$ cat config.mk
export PLATFORM = sky130hd
export DESIGN_NAME = ahead_adder
export DESIGN_NICKNAME = d
export VERILOG_FILES = /design/src/rtl/ahead_adder_pkg.sv /design/src/rtl/ahead_adder_cla4.sv /design/src/rtl/ahead_adder.sv
export SDC_FILE = /design/constraint.sdc
export NUM_CORES = 1
export LEC_CHECK = 0
export CELL_PAD_IN_SITES_DETAIL_PLACEMENT = 0
export CELL_PAD_IN_SITES_GLOBAL_PLACEMENT = 1
export CORE_MARGIN = 2
export CORE_UTILIZATION = 40
export CTS_CLUSTER_DIAMETER = 150
export DETAILED_ROUTE_END_ITERATION = 8
export DONT_BUFFER_PORTS = 1
export HOLD_SLACK_MARGIN = 0.06
export PLACE_DENSITY_LB_ADDON = 0.1
export SETUP_SLACK_MARGIN = 0.15
export SYNTH_ARGS = -nofsm -noshare
export SYNTH_HDL_FRONTEND = slang
export SYNTH_SLANG_ARGS = --single-unit
$ cat constraint.sdc
create_clock -name clk -period 2.3 [get_ports clk]
set_input_delay 0.46 -clock clk [delete_from_list [all_inputs] [get_ports clk]]
set_output_delay 0.46 -clock clk [all_outputs]
set_load 0.05 [all_outputs]
$ cat src/rtl/ahead_adder_pkg.sv
// Shared constants for the two-level carry-lookahead adder.
// Group width, default operand width and the group-count helper live here.
package ahead_adder_pkg;

    localparam int unsigned GROUP_W       = 4;
    localparam int unsigned DEFAULT_WIDTH = 8;

    function automatic int unsigned num_groups(input int unsigned width);
        return width / GROUP_W;
    endfunction

endpackage

$ cat src/rtl/ahead_adder_cla4.sv
// One 4-bit lookahead group: sum bits plus group generate/propagate.
// Every internal carry is a flat sum-of-products of g, p and ci.
module cla4
    import ahead_adder_pkg::*;
(
    input  logic [3:0] a,
    input  logic [3:0] b,
    input  logic       ci,
    output logic [3:0] s,
    output logic       G,
    output logic       P
);

    logic [3:0] g;
    logic [3:0] p;
    logic [3:0] c;

    always_comb begin
        g = a & b;
        p = a ^ b;
    end

    always_comb begin
        c    = '0;
        c[0] = ci;
        c[1] = g[0] | (p[0] & ci);
        c[2] = g[1] | (p[1] & g[0]) | (p[1] & p[0] & ci);
        c[3] = g[2] | (p[2] & g[1]) | (p[2] & p[1] & g[0]) | (p[2] & p[1] & p[0] & ci);
    end

    // G and P depend only on a and b, so the group's carry-in never feeds them.
    always_comb begin
        s = p ^ c;
        G = g[3] | (p[3] & g[2]) | (p[3] & p[2] & g[1]) | (p[3] & p[2] & p[1] & g[0]);
        P = &p;
    end

endmodule

$ cat src/rtl/ahead_adder.sv
// Registered WIDTH-bit carry-lookahead adder built from cla4 groups and a flat
// second-level carry unit. Define AHEAD_ADDER_OVF_EN to add the signed overflow output.
module ahead_adder
    import ahead_adder_pkg::*;
#(
    parameter int unsigned WIDTH = DEFAULT_WIDTH
) (
    input  logic             clk,
    input  logic             rst_n,
    input  logic [WIDTH-1:0] a,
    input  logic [WIDTH-1:0] b,
    input  logic             c0,
    output logic [WIDTH-1:0] f,
`ifdef AHEAD_ADDER_OVF_EN
    output logic             ovf,
`endif
    output logic             c8
);

    localparam int unsigned NUM_GROUPS = num_groups(WIDTH);

    if ((WIDTH % GROUP_W) != 0 || WIDTH < GROUP_W) begin : g_bad_width
        $error("ahead_adder: WIDTH must be a non-zero multiple of 4");
    end

    logic [NUM_GROUPS-1:0] grp_g;
    logic [NUM_GROUPS-1:0] grp_p;
    logic [NUM_GROUPS:0]   grp_c;
    logic [WIDTH-1:0]      sum;

    // Carry into group k as an unrolled OR of AND terms; no group waits on another.
    function automatic logic group_carry(input logic [NUM_GROUPS-1:0] gg,
                                         input logic [NUM_GROUPS-1:0] pp,
                                         input logic                  cin,
                                         input int                    k);
        logic acc;
        logic term;
        acc = cin;
        for (int i = 0; i < int'(NUM_GROUPS); i++) begin
            if (i < k) acc = acc & pp[i];
        end
        for (int j = 0; j < int'(NUM_GROUPS); j++) begin
            if (j < k) begin
                term = gg[j];
                for (int i = 0; i < int'(NUM_GROUPS); i++) begin
                    if (i > j && i < k) term = term & pp[i];
                end
                acc = acc | term;
            end
        end
        return acc;
    endfunction

    always_comb begin
        grp_c = '0;
        for (int k = 0; k <= int'(NUM_GROUPS); k++) begin
            grp_c[k] = group_carry(grp_g, grp_p, c0, k);
        end
    end

    for (genvar gi = 0; gi < int'(NUM_GROUPS); gi++) begin : g_grp
        cla4 u_cla4 (
            .a  (a[gi*GROUP_W +: GROUP_W]),
            .b  (b[gi*GROUP_W +: GROUP_W]),
            .ci (grp_c[gi]),
            .s  (sum[gi*GROUP_W +: GROUP_W]),
            .G  (grp_g[gi]),
            .P  (grp_p[gi])
        );
    end

    logic [WIDTH-1:0] f_d, f_q;
    logic             c8_d, c8_q;

    always_comb begin
        f_d  = sum;
        c8_d = grp_c[NUM_GROUPS];
    end

    always_ff @(posedge clk) begin
        if (!rst_n) begin
            f_q  <= '0;
            c8_q <= 1'b0;
        end else begin
            f_q  <= f_d;
            c8_q <= c8_d;
        end
    end

    assign f  = f_q;
    assign c8 = c8_q;

`ifdef AHEAD_ADDER_OVF_EN
    logic ovf_d, ovf_q;

    // Carry into the MSB is recovered from its sum bit: s = p ^ c.
    always_comb begin
        ovf_d = (sum[WIDTH-1] ^ a[WIDTH-1] ^ b[WIDTH-1]) ^ grp_c[NUM_GROUPS];
    end

    always_ff @(posedge clk) begin
        if (!rst_n) begin
            ovf_q <= 1'b0;
        end else begin
            ovf_q <= ovf_d;
        end
    end

    assign ovf = ovf_q;
`endif

endmodule

==> flow_summary.json, run 1 <==
{
  "max_freq_mhz": 551,
  "ctsLongestPathBuffers": 2,
  "dp.cells": 75,
  "io_buffers": 0,
  "fin_area_um2": 621,
  "synth_compound_area_frac": 0.148,
  "synthSimpleGateAreaFrac": 0.204,
  "max_cap_viol_count": 0,
  "clock-sinks": 9,
  "cts_resized": 0,
  "dp_hpwl_um": 798,
  "outcome": "finished clean",
  "synth_top_family_by_area": "adder cells",
  "pwr_density_cell_nw_per_um2": 735,
  "cp_data_arrival_time_ns": 1.96,
  "period_share": 0.789,
  "ctsHoldBuffers": 0,
  "start_kind": "input port",
  "ys_ff_latch": 9,
  "hp-class": "input port to register",
  "yosysTopAreaCell": "dfxtp_1",
  "antenna_found_initial": 0,
  "fp-row-count": 13,
  "ys_async_sr_fraction": 0,
  "drive_above_1_share": 0.156,
  "first_pass_iters": 3,
  "seqCellArea_um2": 180,
  "grt-ovfl-total": 0,
  "cts_buffers": 3,
  "antenna_left": 0,
  "syn_avg_cell_area_um2": 9.59,
  "syn_inst": 60,
  "fin_nets": 94,
  "yosysSeqAreaShare": 0.313,
  "grt_max_degree": 9,
  "finalSetupViolations": 0,
  "antenna_cells": 0,
  "cts_max_level": 1,
  "synth_area_um2": 576,
  "synthAdderAreaFrac": 0.243,
  "synth_edf_count": 0,
  "synth_nets": 89,
  "finalHoldViolCount": 0,
  "ioPinCount": 28,
  "synth_most_common_cell": "dfxtp_1",
  "gp_congestion": 0.696,
  "post-cts-setup-buffer-count": 0,
  "avgRoutedWirePerCell_um": 11.7,
  "tritoncts": "yes",
  "ys_types": 24,
  "synthTopCellsByCount": "dfxtp_1 (9), ha_1 (8), nor2_1 (6), nand2_1 (5), inv_1 (4)",
  "clkTransAtPathRegs_ns": 0.05,
  "relSlewSlack": 0.675,
  "cp-end-kind": "register",
  "synth_xor_area_frac": 0.0304,
  "drt_iter0_markers": 3,
  "rsz0062_at_grt": "false",
  "grt_pass1_wl_um": 1570,
  "start_util": 0.437,
  "synthFlopType": "dfxtp_1",
  "multi_input_area_um2": 380,
  "final_cells": 79,
  "fill_cells": 140,
  "dieHeight_um": 41.9,
  "totalWireLength_um": 924,
  "drc": 0,
  "area_delta_synth_final_pct": 7.83,
  "die_area_um2": 1760,
  "tns_ns": 0,
  "cp_max_fo": 4,
  "peakVddDrop_v": 0.000191,
  "coreArea_um2": 1320,
  "vias_per_cell": 5.19,
  "p_leak_nw": 0.285,
  "worstPathRequired_ns": 2.45,
  "yosysWarnings": 0,
  "vias": 410,
  "path_class": "input port to register",
  "dieWidth_um": 41.9,
  "root_buffer": "clkbuf_4",
  "grt_pass1_vias": 384,
  "synthTopCellsByArea": "dfxtp_1 (31%), ha_1 (17%), fa_1 (7.0%)",
  "worst_slew_pin_slew_ns": 0.487,
  "placed_area_um2": 594,
  "min_period_ns": 1.81,
  "track_usage": 0.119,
  "synth_mux_area_frac": 0.0348,
  "drv_slew": 0,
  "synth_top_cell_area_share": 0.313
}
metal layers:
layer | up-vias | global-route usage | share of wire
met5 | - | 0 | 0
met4 | 0 | 0.0774 | 0.017
met3 | 2 | 0.0391 | 0.11
met2 | 23 | 0.184 | 0.40
met1 | 172 | 0.138 | 0.47
li1 | 213 | - | -
metrics by stage:
step	hold slack, ns	worst slack, ns	power (W)	util
final	0.322	0.486	0.000456	0.471
after CTS	0.320	0.479	0.000462	0.471
after global routing	0.321	0.394	0.000484	0.471
after floorplan	0.573	0.278	0.000331	-
after global placement	0.584	0.229	0.000346	0.451
after detailed placement	0.584	0.207	0.000346	0.451
placed cells by master, fill, tap and decap left out, types with 2 or more instances in the layout:
cell type  count
inv_1          4
nand2b_1       3
a21oi_1        3
ha_1           8
clkbuf_4       3
fa_1           2
o21ai_0        2
dfxtp_1        9
nand2_1        5
mux2i_1        2
or3_1          2
o31ai_2        2
nor2_1         6
critical path, cell delays in order:
cell     delay, ns
ha_1          0.31
a21oi_1       0.19
nor2b_2       0.09
or3_1         0.33
fa_1          0.38
xnor2_1       0.16
nor2_1        0.05
area by class of cell:
cell class                 instances  share of cell area
sequential                         9               0.290
multi-input combinational         47               0.613
tap                               15              0.0302
inverter                           4              0.0242
clock buffer                       4              0.0423
sequential cells by signal, indices dropped and copies added, names as in the netlist:
register and flops:
f 8, c8 1
cells by family (layout without fill, tap and decap cells):
group	Yosys count	after routing
AOI/OAI and AO/OA	10	10
muxes	2	2
DFF	9	9
xor gates and xnor gates	2	2
adders and majority gates	10	10
and+or+nand+nor	23	23
buffers and inverters	4	8
worst paths after layout:
path  start  slack [ns]  cells past startpoint  endpoint
max    a[2]        0.49                      7      f[5]
min   rst_n        0.32                      2        c8
power breakdown:
part,switching [W],total (W),internal [W]
Sequential,0.0000746,0.000250,0.000176
Combinational,0.0000471,0.0000913,0.0000442
Clock,0.0000483,0.000115,0.0000664
Power figures use the tool's default switching activity.
==> inputs of run 2 (changes only) <==
- clock period: 2.3 -> 1.68 ns (I/O delays scaled with it)
==> run 2 against run 1 <==
Non-clock buffer count up 4. Flip-flop and latch count unchanged. Via count up 4.1%. Clock power up 44%. Combinational power up 69%. Cell area up 16%. Total power up 45%. Routed wire length up 9.3%. Clock-buffer cell count unchanged. Utilization up 7.5 points. Worst hold slack worse by 0.12 ns. Critical path type unchanged. Largest cell class unchanged. Largest power group unchanged.
==> flow_summary.json, run 2 (same netlist as run 1, synthesis figures left out) <==
{
  "hp-class": "input port to register",
  "finalSetupViolations": 0,
  "cpMaxStageDelayCell": "fa_2",
  "dieWidth_um": 41.9,
  "min_from": "rst_n",
  "relSlewSlack": 0.673,
  "p_seq_frac": 0.517,
  "track_usage": 0.138,
  "grt_max_degree": 9,
  "fin_nets": 98,
  "ctsHoldBuffers": 0,
  "totalWireLength_um": 1010,
  "drc": 0,
  "crit_path_cell_trace": "ha_4, a21oi_4, nor2_2, or3_4, fa_2, and2_1",
  "fp-row-count": 13,
  "switching_share": 0.370,
  "die_area_um2": 1760,
  "vias": 427,
  "avgRoutedWirePerCell_um": 12.2,
  "hold_end": "c8",
  "antenna_cells": 0,
  "ctsLongestPathBuffers": 2,
  "peakVddDrop_v": 0.000321,
  "dp_hpwl_um": 883,
  "antenna_found_initial": 0,
  "p_leak_nw": 0.305,
  "rsz0062_at_grt": "true",
  "internal_power_w": 0.000417,
  "max_cap_viol_count": 0,
  "cts_max_level": 1,
  "cp_data_arrival_time_ns": 1.74,
  "grt_pass1_vias": 443,
  "final_cell_mix": "dfxtp_1 (9), nor2_1 (6), nand2_1 (5)",
  "worstPathRequired_ns": 1.88,
  "worst_slew_pin_slew_ns": 0.490,
  "largest_reg_flops": 8,
  "layout_commonest_cell": "dfxtp_1",
  "cp_max_fo": 2,
  "tritoncts": "yes",
  "io_buffers": 0,
  "p_sw_w": 0.000245,
  "fill_cells": 129,
  "root_buffer": "clkbuf_4",
  "clock-sinks": 9,
  "antenna_left": 0,
  "start_kind": "input port",
  "p_clk_frac": 0.250,
  "cp-end-kind": "register",
  "period_share": 0.914,
  "clkTransAtPathRegs_ns": 0.06,
  "start_util": 0.437,
  "vias_per_cell": 5.14,
  "finalHoldViolCount": 0,
  "hold_ws_ns": 0.201,
  "power.total_w": 0.000661,
  "area_delta_synth_final_pct": 25.0,
  "max_freq_mhz": 651,
  "drv_slew": 0,
  "pwr_density_cell_nw_per_um2": 919,
  "gp_congestion": 0.763,
  "min_period_ns": 1.54,
  "combPwrFrac": 0.232,
  "cts_buffers": 3,
  "grt_pass1_wl_um": 1800,
  "outcome": "finished clean",
  "cp_slowest_stage_delay_ns": 0.52,
  "path_class": "input port to register",
  "grt-ovfl-total": 0,
  "ioPinCount": 28,
  "first_pass_iters": 2,
  "dieHeight_um": 41.9,
  "drive_above_1_share": 0.309,
  "drt_iter0_markers": 5,
  "coreArea_um2": 1320,
  "holdPathStages": 2
}
## run 2: routing by layer
metal,GRT usage,share of wire,up-vias
met2,0.222,0.50,16
met4,0.0774,0.0079,0
met1,0.155,0.41,189
li1,-,-,220
met5,0,0,-
met3,0.0522,0.081,2
## run 2: repair_timing
item,4_1_cts,5_1_grt
gates resized for setup,1,1
setup endpoints to repair,2,2
setup buffers,0,0
pin swaps,1,1
## run 2: how the worst max path moves through the flow
| stage | endpoint | from | cells after the start |
|---|---|---|---|
| after floorplan | f[4] | a[0] | 6 |
| after global placement | f[4] | a[0] | 6 |
| after detailed placement | f[4] | a[0] | 6 |
| after CTS | f[4] | a[0] | 6 |
| after global routing | f[4] | a[0] | 6 |
| final | f[4] | a[0] | 6 |
## run 2: cell type report
| class | instances | area [µm²] | share of cell area |
|---|---|---|---|
| timing repair buffer | 4 | 30.0 | 0.0417 |
| inverter | 4 | 15.0 | 0.0209 |
| tap | 15 | 18.8 | 0.0261 |
| sequential | 9 | 180 | 0.250 |
| clock buffer | 4 | 26.3 | 0.0365 |
| multi-input combinational | 47 | 449 | 0.624 |
## run 2: power groups by stage
stage | sequential, W | combinational [W] | clock [W]
global placement | 0.000348 | 0.000147 | 0
global route | 0.000345 | 0.000177 | 0.000180
floorplan | 0.000345 | 0.000118 | 0
detailed placement | 0.000348 | 0.000149 | 0
CTS | 0.000343 | 0.000154 | 0.000171
finish | 0.000342 | 0.000154 | 0.000166
## run 2: critical path, delay by kind of cell
family / cells / cell delay, ns
and+or+nand+nor: 3 / 0.54
AOI/OAI and AO/OA: 1 / 0.13
adders and majority gates: 2 / 0.74
## run 2: stage by stage
| step | std cells | setup WS, ns | setup TNS, ns | area [µm²] | util |
|---|---|---|---|---|---|
| floorplan | 60 | -0.138 | -0.242 | 632 | - |
| global placement | 79 | -0.133 | -0.261 | 681 | 0.517 |
| detailed placement | 79 | -0.175 | -0.322 | 681 | 0.517 |
| CTS | 83 | 0.137 | 0 | 714 | 0.542 |
| global route | 83 | 0.112 | 0 | 719 | 0.546 |
| finish | 83 | 0.144 | 0 | 719 | 0.546 |
